==> src/rtl/decode_stage.sv <==
// decode_stage
// ------------
// Instruction-decode stage of the 5-stage MIPS pipeline. It holds the 32x32
// register file (written from write-back), decodes one instruction per cycle
// into the D/X pipeline registers, and stalls fetch for one cycle on a
// load-use hazard by loading a bubble into D/X.
//
// Ports
//   clk, rst          clock, asynchronous active-high reset
//   FD_IR, FD_PC      instruction from fetch and its address
//   flush             squash the instruction currently in decode
//   WB_RegWrite/RD/Data  register-file write port from write-back
//   stall             combinational; fetch must hold FD_IR/FD_PC
//   A, B, ALUctr      ALU operands and operation for EX
//   DX_RD, DX_RegWrite   destination register and its write enable
//   DX_Branch, DX_BranchTarget  beq flag and its target address
//   DX_MemRead, DX_MemWrite, DX_StoreData  memory-stage controls (lw/sw)

module decode_stage #(
   parameter int NREG = 32
) (
   input  logic        clk,
   input  logic        rst,
   input  logic [31:0] FD_IR,
   input  logic [31:0] FD_PC,
   input  logic        flush,
   input  logic        WB_RegWrite,
   input  logic [4:0]  WB_RD,
   input  logic [31:0] WB_Data,
   output logic        stall,
   output logic [31:0] A,
   output logic [31:0] B,
   output logic [4:0]  DX_RD,
   output logic [2:0]  ALUctr,
   output logic        DX_Branch,
   output logic        DX_RegWrite,
   output logic        DX_MemRead,
   output logic        DX_MemWrite,
   output logic [31:0] DX_StoreData,
   output logic [31:0] DX_BranchTarget
);

   localparam logic [5:0] OP_RTYPE = 6'b000000;
   localparam logic [5:0] OP_ADDI  = 6'b001000;
   localparam logic [5:0] OP_LW    = 6'b100011;
   localparam logic [5:0] OP_SW    = 6'b101011;
   localparam logic [5:0] OP_BEQ   = 6'b000100;

   localparam logic [5:0] FN_ADD = 6'b100000;
   localparam logic [5:0] FN_SUB = 6'b100010;
   localparam logic [5:0] FN_AND = 6'b100100;
   localparam logic [5:0] FN_OR  = 6'b100101;
   localparam logic [5:0] FN_SLT = 6'b101010;

   localparam logic [2:0] ALU_ADD = 3'b010;
   localparam logic [2:0] ALU_SUB = 3'b110;
   localparam logic [2:0] ALU_AND = 3'b000;
   localparam logic [2:0] ALU_OR  = 3'b001;
   localparam logic [2:0] ALU_SLT = 3'b111;

   // Instruction fields
   logic [5:0]  op;
   logic [4:0]  rs;
   logic [4:0]  rt;
   logic [4:0]  rd;
   logic [5:0]  funct;
   logic [31:0] sext;
   logic        unused_shamt;

   assign op           = FD_IR[31:26];
   assign rs           = FD_IR[25:21];
   assign rt           = FD_IR[20:16];
   assign rd           = FD_IR[15:11];
   assign funct        = FD_IR[5:0];
   assign sext         = {{16{FD_IR[15]}}, FD_IR[15:0]};
   assign unused_shamt = ^FD_IR[10:6];

   // Register file
   logic [31:0] regs_q [NREG];
   logic [31:0] regs_d [NREG];
   logic        wb_active;
   logic [31:0] rs_val;
   logic [31:0] rt_val;

   assign wb_active = WB_RegWrite && (WB_RD != 5'd0);

   always_comb begin
      regs_d = regs_q;
      if (wb_active) begin
         regs_d[WB_RD] = WB_Data;
      end
   end

   always_ff @(posedge clk or posedge rst) begin
      if (rst) begin
         for (int i = 0; i < NREG; i++) begin
            regs_q[i] <= '0;
         end
      end else begin
         regs_q <= regs_d;
      end
   end

   // Write-through lets a value retiring in write-back this cycle reach the
   // instruction being decoded without an extra forwarding path in EX.
   always_comb begin
      rs_val = regs_q[rs];
      rt_val = regs_q[rt];
      if (rs == 5'd0) begin
         rs_val = '0;
      end else if (wb_active && (WB_RD == rs)) begin
         rs_val = WB_Data;
      end
      if (rt == 5'd0) begin
         rt_val = '0;
      end else if (wb_active && (WB_RD == rt)) begin
         rt_val = WB_Data;
      end
   end

   // D/X pipeline registers
   logic [31:0] a_q, a_d;
   logic [31:0] b_q, b_d;
   logic [4:0]  dx_rd_q, dx_rd_d;
   logic [2:0]  alu_ctr_q, alu_ctr_d;
   logic        dx_branch_q, dx_branch_d;
   logic        dx_reg_write_q, dx_reg_write_d;
   logic        dx_mem_read_q, dx_mem_read_d;
   logic        dx_mem_write_q, dx_mem_write_d;
   logic [31:0] dx_store_data_q, dx_store_data_d;
   logic [31:0] dx_branch_target_q, dx_branch_target_d;

   // Load-use hazard: the load in EX has not produced its data yet. rt only
   // counts as a source for instructions that actually read it.
   logic uses_rt;
   logic hazard;

   assign uses_rt = (op == OP_RTYPE) || (op == OP_SW) || (op == OP_BEQ);
   assign hazard  = dx_mem_read_q && (dx_rd_q != 5'd0) &&
                    ((dx_rd_q == rs) || ((dx_rd_q == rt) && uses_rt));
   assign stall   = !rst && hazard;

   // Decode into the next D/X contents. Everything starts as a bubble; only a
   // recognised instruction that is neither flushed nor stalled overrides it.
   always_comb begin
      a_d                = '0;
      b_d                = '0;
      dx_rd_d            = '0;
      alu_ctr_d          = ALU_ADD;
      dx_branch_d        = 1'b0;
      dx_reg_write_d     = 1'b0;
      dx_mem_read_d      = 1'b0;
      dx_mem_write_d     = 1'b0;
      dx_store_data_d    = '0;
      dx_branch_target_d = '0;

      if (!flush && !hazard) begin
         unique case (op)
            OP_RTYPE: begin
               // funct 000000 (sll, including the all-zero nop) is not
               // in this list, so it falls through as a bubble.
               if ((funct == FN_ADD) || (funct == FN_SUB) || (funct == FN_AND) ||
                   (funct == FN_OR)  || (funct == FN_SLT)) begin
                  a_d            = rs_val;
                  b_d            = rt_val;
                  dx_rd_d        = rd;
                  dx_reg_write_d = 1'b1;
                  unique case (funct)
                     FN_SUB:  alu_ctr_d = ALU_SUB;
                     FN_AND:  alu_ctr_d = ALU_AND;
                     FN_OR:   alu_ctr_d = ALU_OR;
                     FN_SLT:  alu_ctr_d = ALU_SLT;
                     default: alu_ctr_d = ALU_ADD;
                  endcase
               end
            end
            OP_ADDI, OP_LW: begin
               a_d            = rs_val;
               b_d            = sext;
               dx_rd_d        = rt;
               dx_reg_write_d = 1'b1;
               dx_mem_read_d  = (op == OP_LW);
            end
            OP_SW: begin
               a_d             = rs_val;
               b_d             = sext;
               dx_store_data_d = rt_val;
               dx_mem_write_d  = 1'b1;
            end
            OP_BEQ: begin
               a_d                = rs_val;
               b_d                = rt_val;
               alu_ctr_d          = ALU_SUB;
               dx_branch_d        = 1'b1;
               dx_branch_target_d = FD_PC + 32'd4 + {sext[29:0], 2'b00};
            end
            default: begin
            end
         endcase
      end
   end

   // Reset value of ALUctr is 000, distinct from the bubble's 010.
   always_ff @(posedge clk or posedge rst) begin
      if (rst) begin
         a_q                <= '0;
         b_q                <= '0;
         dx_rd_q            <= '0;
         alu_ctr_q          <= '0;
         dx_branch_q        <= 1'b0;
         dx_reg_write_q     <= 1'b0;
         dx_mem_read_q      <= 1'b0;
         dx_mem_write_q     <= 1'b0;
         dx_store_data_q    <= '0;
         dx_branch_target_q <= '0;
      end else begin
         a_q                <= a_d;
         b_q                <= b_d;
         dx_rd_q            <= dx_rd_d;
         alu_ctr_q          <= alu_ctr_d;
         dx_branch_q        <= dx_branch_d;
         dx_reg_write_q     <= dx_reg_write_d;
         dx_mem_read_q      <= dx_mem_read_d;
         dx_mem_write_q     <= dx_mem_write_d;
         dx_store_data_q    <= dx_store_data_d;
         dx_branch_target_q <= dx_branch_target_d;
      end
   end

   assign A               = a_q;
   assign B               = b_q;
   assign DX_RD           = dx_rd_q;
   assign ALUctr          = alu_ctr_q;
   assign DX_Branch       = dx_branch_q;
   assign DX_RegWrite     = dx_reg_write_q;
   assign DX_MemRead      = dx_mem_read_q;
   assign DX_MemWrite     = dx_mem_write_q;
   assign DX_StoreData    = dx_store_data_q;
   assign DX_BranchTarget = dx_branch_target_q;

endmodule
==> config.mk <==
export PLATFORM = sky130hd
export DESIGN_NAME = decode_stage
export DESIGN_NICKNAME = d
export VERILOG_FILES = /design/src/rtl/decode_stage.sv
export SDC_FILE = /design/constraint.sdc
export NUM_CORES = 2
export LEC_CHECK = 0
export BUFFER_PORTS_ARGS = -buffer_cell sky130_fd_sc_hd__buf_4
export CORE_MARGIN = 2
export CORE_UTILIZATION = 35
export CTS_BUF_LIST = sky130_fd_sc_hd__clkbuf_8
export CTS_CLUSTER_DIAMETER = 150
export DETAILED_ROUTE_END_ITERATION = 8
export PLACE_DENSITY_LB_ADDON = 0.12
export SLEW_MARGIN = 15
export SYNTH_ARGS = -nofsm -noshare
export SYNTH_HDL_FRONTEND = slang
export SYNTH_SLANG_ARGS = --single-unit
==> constraint.sdc <==
create_clock -name clk -period 102.4 [get_ports clk]
set_input_delay 10.24 -clock clk [delete_from_list [all_inputs] [get_ports clk]]
set_output_delay 10.24 -clock clk [all_outputs]
set_load 0.05 [all_outputs]
==> impl_results.md <==
* Drt total wl at roughly 220 mm
* YS warnings at 0
* Power Dens Cells at between 15 and 20 mW/mm^2
* Crit path depth at 6
* Pin count of the biggest net entering global routing at between 150 and 200
* Sw frac at 0.287
* Rows at between 150 and 200
* Die Ht at between 400 and 500 um
* WL/cell at around 33 um
* Req. time, crit path at about 92 ns
* Seq/Total Area, Yosys at 0.473
* Seq pwr share at 0.456
* Cell area after placement at 0.0655 sq mm
* WHS at around 0.39 ns
* DIE AREA at approximately 0.18 sq mm
* Final ANT Viol Nets at 0
* Number of synthesized flops with an enable pin at 0
* Startpoint types: input port
* Synth cell types at 64
* Pleak at 30.8 nW
* #FFs+latches synth at approximately 1200
* FF-to-FF setup slack at 98.69 ns
* Via count at about 40000
* # nets final at around 4500
* Int Power at ~0.00093 W
* Worst path buffer plus inverter count at 2
* CTS max path bufs at 3
* Syn Area/Cell at 14.6 sq um
* Worst path arrival time at 12.35 ns
* Post-cts resize count at 0
* Share of layout cells above drive strength 1 at 0.499
* Root Buffer: clkbuf_8
* Top cell type's share of synthesized area at 0.473
* Worst-path cell chain: buf_6 > xor2_1 > nor4_1 > nand4_1 > a21oi_1 > buf_4
* Comb pwr share at 0.200
* Core Area at 0.174 sq mm
* Filler Cell Count at 16300
* Clock-pin slew on the worst setup and hold paths at ~0.06 ns
* Synth Instances at ~4200
* Setup violators final at 0
* Rel. slew slack at 0.206
* GR Overflow Total at 0
* Post-synth ARST share at 1.00
* Minimum clock period at ~23 ns
* Worst setup endpoint: stall
* Worst reg2reg path depth at 7
* Initial antenna violation count at 10
* Cell taking the most area after synthesis: dfrtp_1
* Skew-Pair Late Insertion Delay at 0.97 ns
* GRT Total Usage at 0.248
* Area growth syn-to-layout at 13.4%
* Max-cap violations at 0
* Slew Limit Fails at 0
* Critical path type: in -> out
* First-pass GRT wire length at ~320 mm
* R2r endpoint: A[18]
* Final hold viol count at 0
* Switching power at roughly 0.00037 W
* Main flop type after synthesis: dfrtp_1
* Dpl hpwl at ~120 mm
* IO Count at between 200 and 250
* Setup bufs post-CTS at 0
* CTS Sinks at between 1000 and 1500
* RSZ-0062 raised after global routing: no
* TritonCTS clock tree: yes
* Cts bufs inserted at around 210
* Area contributors post-synth: dfrtp_1 47%, mux4_2 19%, mux2_2 19%
* Final instance area at 0.0697 sq mm
* Cts hold-fix bufs at 0
* Slew @ Worst Pin at 1.19 ns
* Peak Freq at between 0.04 and 0.05 GHz
* Outcome: completed
* Net Count, Synth at about 4400
* HP Class: reg -> reg
* Clock power frac at 0.344
* Setup crit start: FD_IR[20]
* Number of global-route vias before repair at roughly 42000
* Cell Area, Synth at approximately 0.06 sq mm
* Setup Skew at between 0.04 and 0.05 ns
* Fin crit share at 0.221
* Utilization after layout at 0.400
* Starting Density at 0.353
* Worst vdd ir at 10.4 uV
* Delay of the slowest cell on the worst path at around 0.65 ns
* RR Startpoint: DX_RD[1]
* Starting DRT DRC Count at 3209
* Chip Width at 423 um
* Nature of the critical path endpoint: primary output
* Top delay family on crit path: buffers and inverters
* CP Max Fanout at 59
* I/O Buffers at 245
* H-tree depth at 4
* Final GP Congestion at 0.786
* Routed vias/inst at approximately 5.9
* TNS Setup at 0 ns
* CP max stage cell: nor4_1
* Residual DRC at 0
* Initial DRT Pass Iterations at 7
* Design Power at ~0.0013 W
## through the flow
step | cells | setup slack, ns
3_5_place_dp | 6426 | 79.88
3_3_place_gp | 6426 | 79.83
2_1_floorplan | 4218 | 59.37
6_report | 6806 | 79.81
5_1_grt | 6803 | 79.70
4_1_cts | 6802 | 79.88
## power by group through the flow
stage | Clock (W) | Sequential [W] | Combinational (W)
2_1_floorplan | 0 | 0.000583 | 0.000205
3_3_place_gp | 0 | 0.000597 | 0.000259
3_5_place_dp | 0 | 0.000599 | 0.000263
4_1_cts | 0.000460 | 0.000591 | 0.000263
5_1_grt | 0.000482 | 0.000603 | 0.000281
6_report | 0.000447 | 0.000593 | 0.000261
## sequential cells by signal, indices dropped and copies added (netlist names), 3 cells and up
register / count
regs_q: 1024
A: 32
B: 32
DX_BranchTarget: 32
DX_StoreData: 32
DX_RD: 5
ALUctr: 3
## cell usage in the layout (no fill, tap or decap), drive strengths merged, types with 6 or more instances in the layout
cell | Yosys | final
o22ai | 64 | 64
xor2 | 14 | 14
nand2b | 14 | 14
clkinv | 0 | 21
nand4 | 8 | 8
buf | 172 | 325
a21o | 15 | 15
mux2i | 156 | 156
o21a | 9 | 9
ha | 57 | 57
o211ai | 35 | 35
dfrtp | 1164 | 1164
a21oi | 47 | 47
nand2 | 88 | 88
xnor2 | 18 | 18
or3 | 9 | 9
nand3 | 13 | 13
a211o | 6 | 6
o21ai | 68 | 68
clkinvlp | 0 | 6
nor3b | 11 | 11
a211oi | 36 | 36
and2 | 7 | 7
a222oi | 7 | 7
or2 | 6 | 6
a221oi | 7 | 7
a22oi | 22 | 22
mux2 | 1034 | 1034
clkbuf | 270 | 266
nor3 | 88 | 88
inv | 56 | 137
mux4 | 527 | 527
o221ai | 22 | 22
nor2 | 120 | 120
## worst register-to-register path, cell delays in order (launching register included)
cell and delay [ns]:
dfrtp_1 0.48, or4_1 0.57, o21a_1 0.20, a41o_1 0.26, nand2b_4 0.25, a211o_2 0.29
buf_4 0.40, nor3_1 1.02
## worst min path at each step
stage / startpoint / end / slack, ns / cells after the start
finish: regs_q[1006] / regs_q[1006] / 0.39 / 0
global route: regs_q[1013] / regs_q[1013] / 0.41 / 0
CTS: regs_q[1003] / regs_q[1003] / 0.40 / 0
detailed placement: regs_q[998] / regs_q[998] / 0.38 / 0
global placement: regs_q[1015] / regs_q[1015] / 0.38 / 0
floorplan: regs_q[1000] / regs_q[1000] / 0.44 / 1
## synthesized netlist by cell type (55+ instances only)
cell         n
o22ai_1     64
ha_1        57
mux2i_1    156
nand2_1     88
inv_1       55
nor2_1     120
buf_2       85
mux2_2    1021
o21ai_0     59
mux4_2     527
buf_1       80
nor3_1      87
clkbuf_1   270
dfrtp_1   1164
## cell families (layout without fill, tap and decap cells)
group | after synthesis | in the layout | share of synthesized area
adders and majority gates | 58 | 58 | 0.0119
xor gates and xnor gates | 32 | 32 | 0.00456
muxes | 1717 | 1717 | 0.408
DFF | 1164 | 1164 | 0.473
AOI/OAI and AO/OA | 366 | 366 | 0.0406
and+or+nand+nor | 383 | 383 | 0.0292
buffers and inverters | 498 | 757 | 0.0327
other | 0 | 4 | 0
## routing by layer
| layer | GRT usage | up-vias | share of wire |
|---|---|---|---|
| li1 | - | 16400 | - |
| met3 | 0.0380 | 341 | 0.048 |
| met4 | 0.0766 | 4 | 0.030 |
| met2 | 0.397 | 1196 | 0.47 |
| met5 | 0 | - | 0.00011 |
| met1 | 0.346 | 22000 | 0.45 |
## layout make-up
class	count	area [sq um]	area share
Multi-Input combinational cell	2556	30700	0.440
Sequential cell	1164	29100	0.418
Clock buffer	266	3660	0.0525
Tap cell	2325	2910	0.0417
Timing Repair Buffer	325	2570	0.0368
Clock inverter	110	581	0.00832
Inverter	56	218	0.00312
Antenna cell	4	10.0	0.000144
Note: power is estimated with default switching activity, not from simulation.
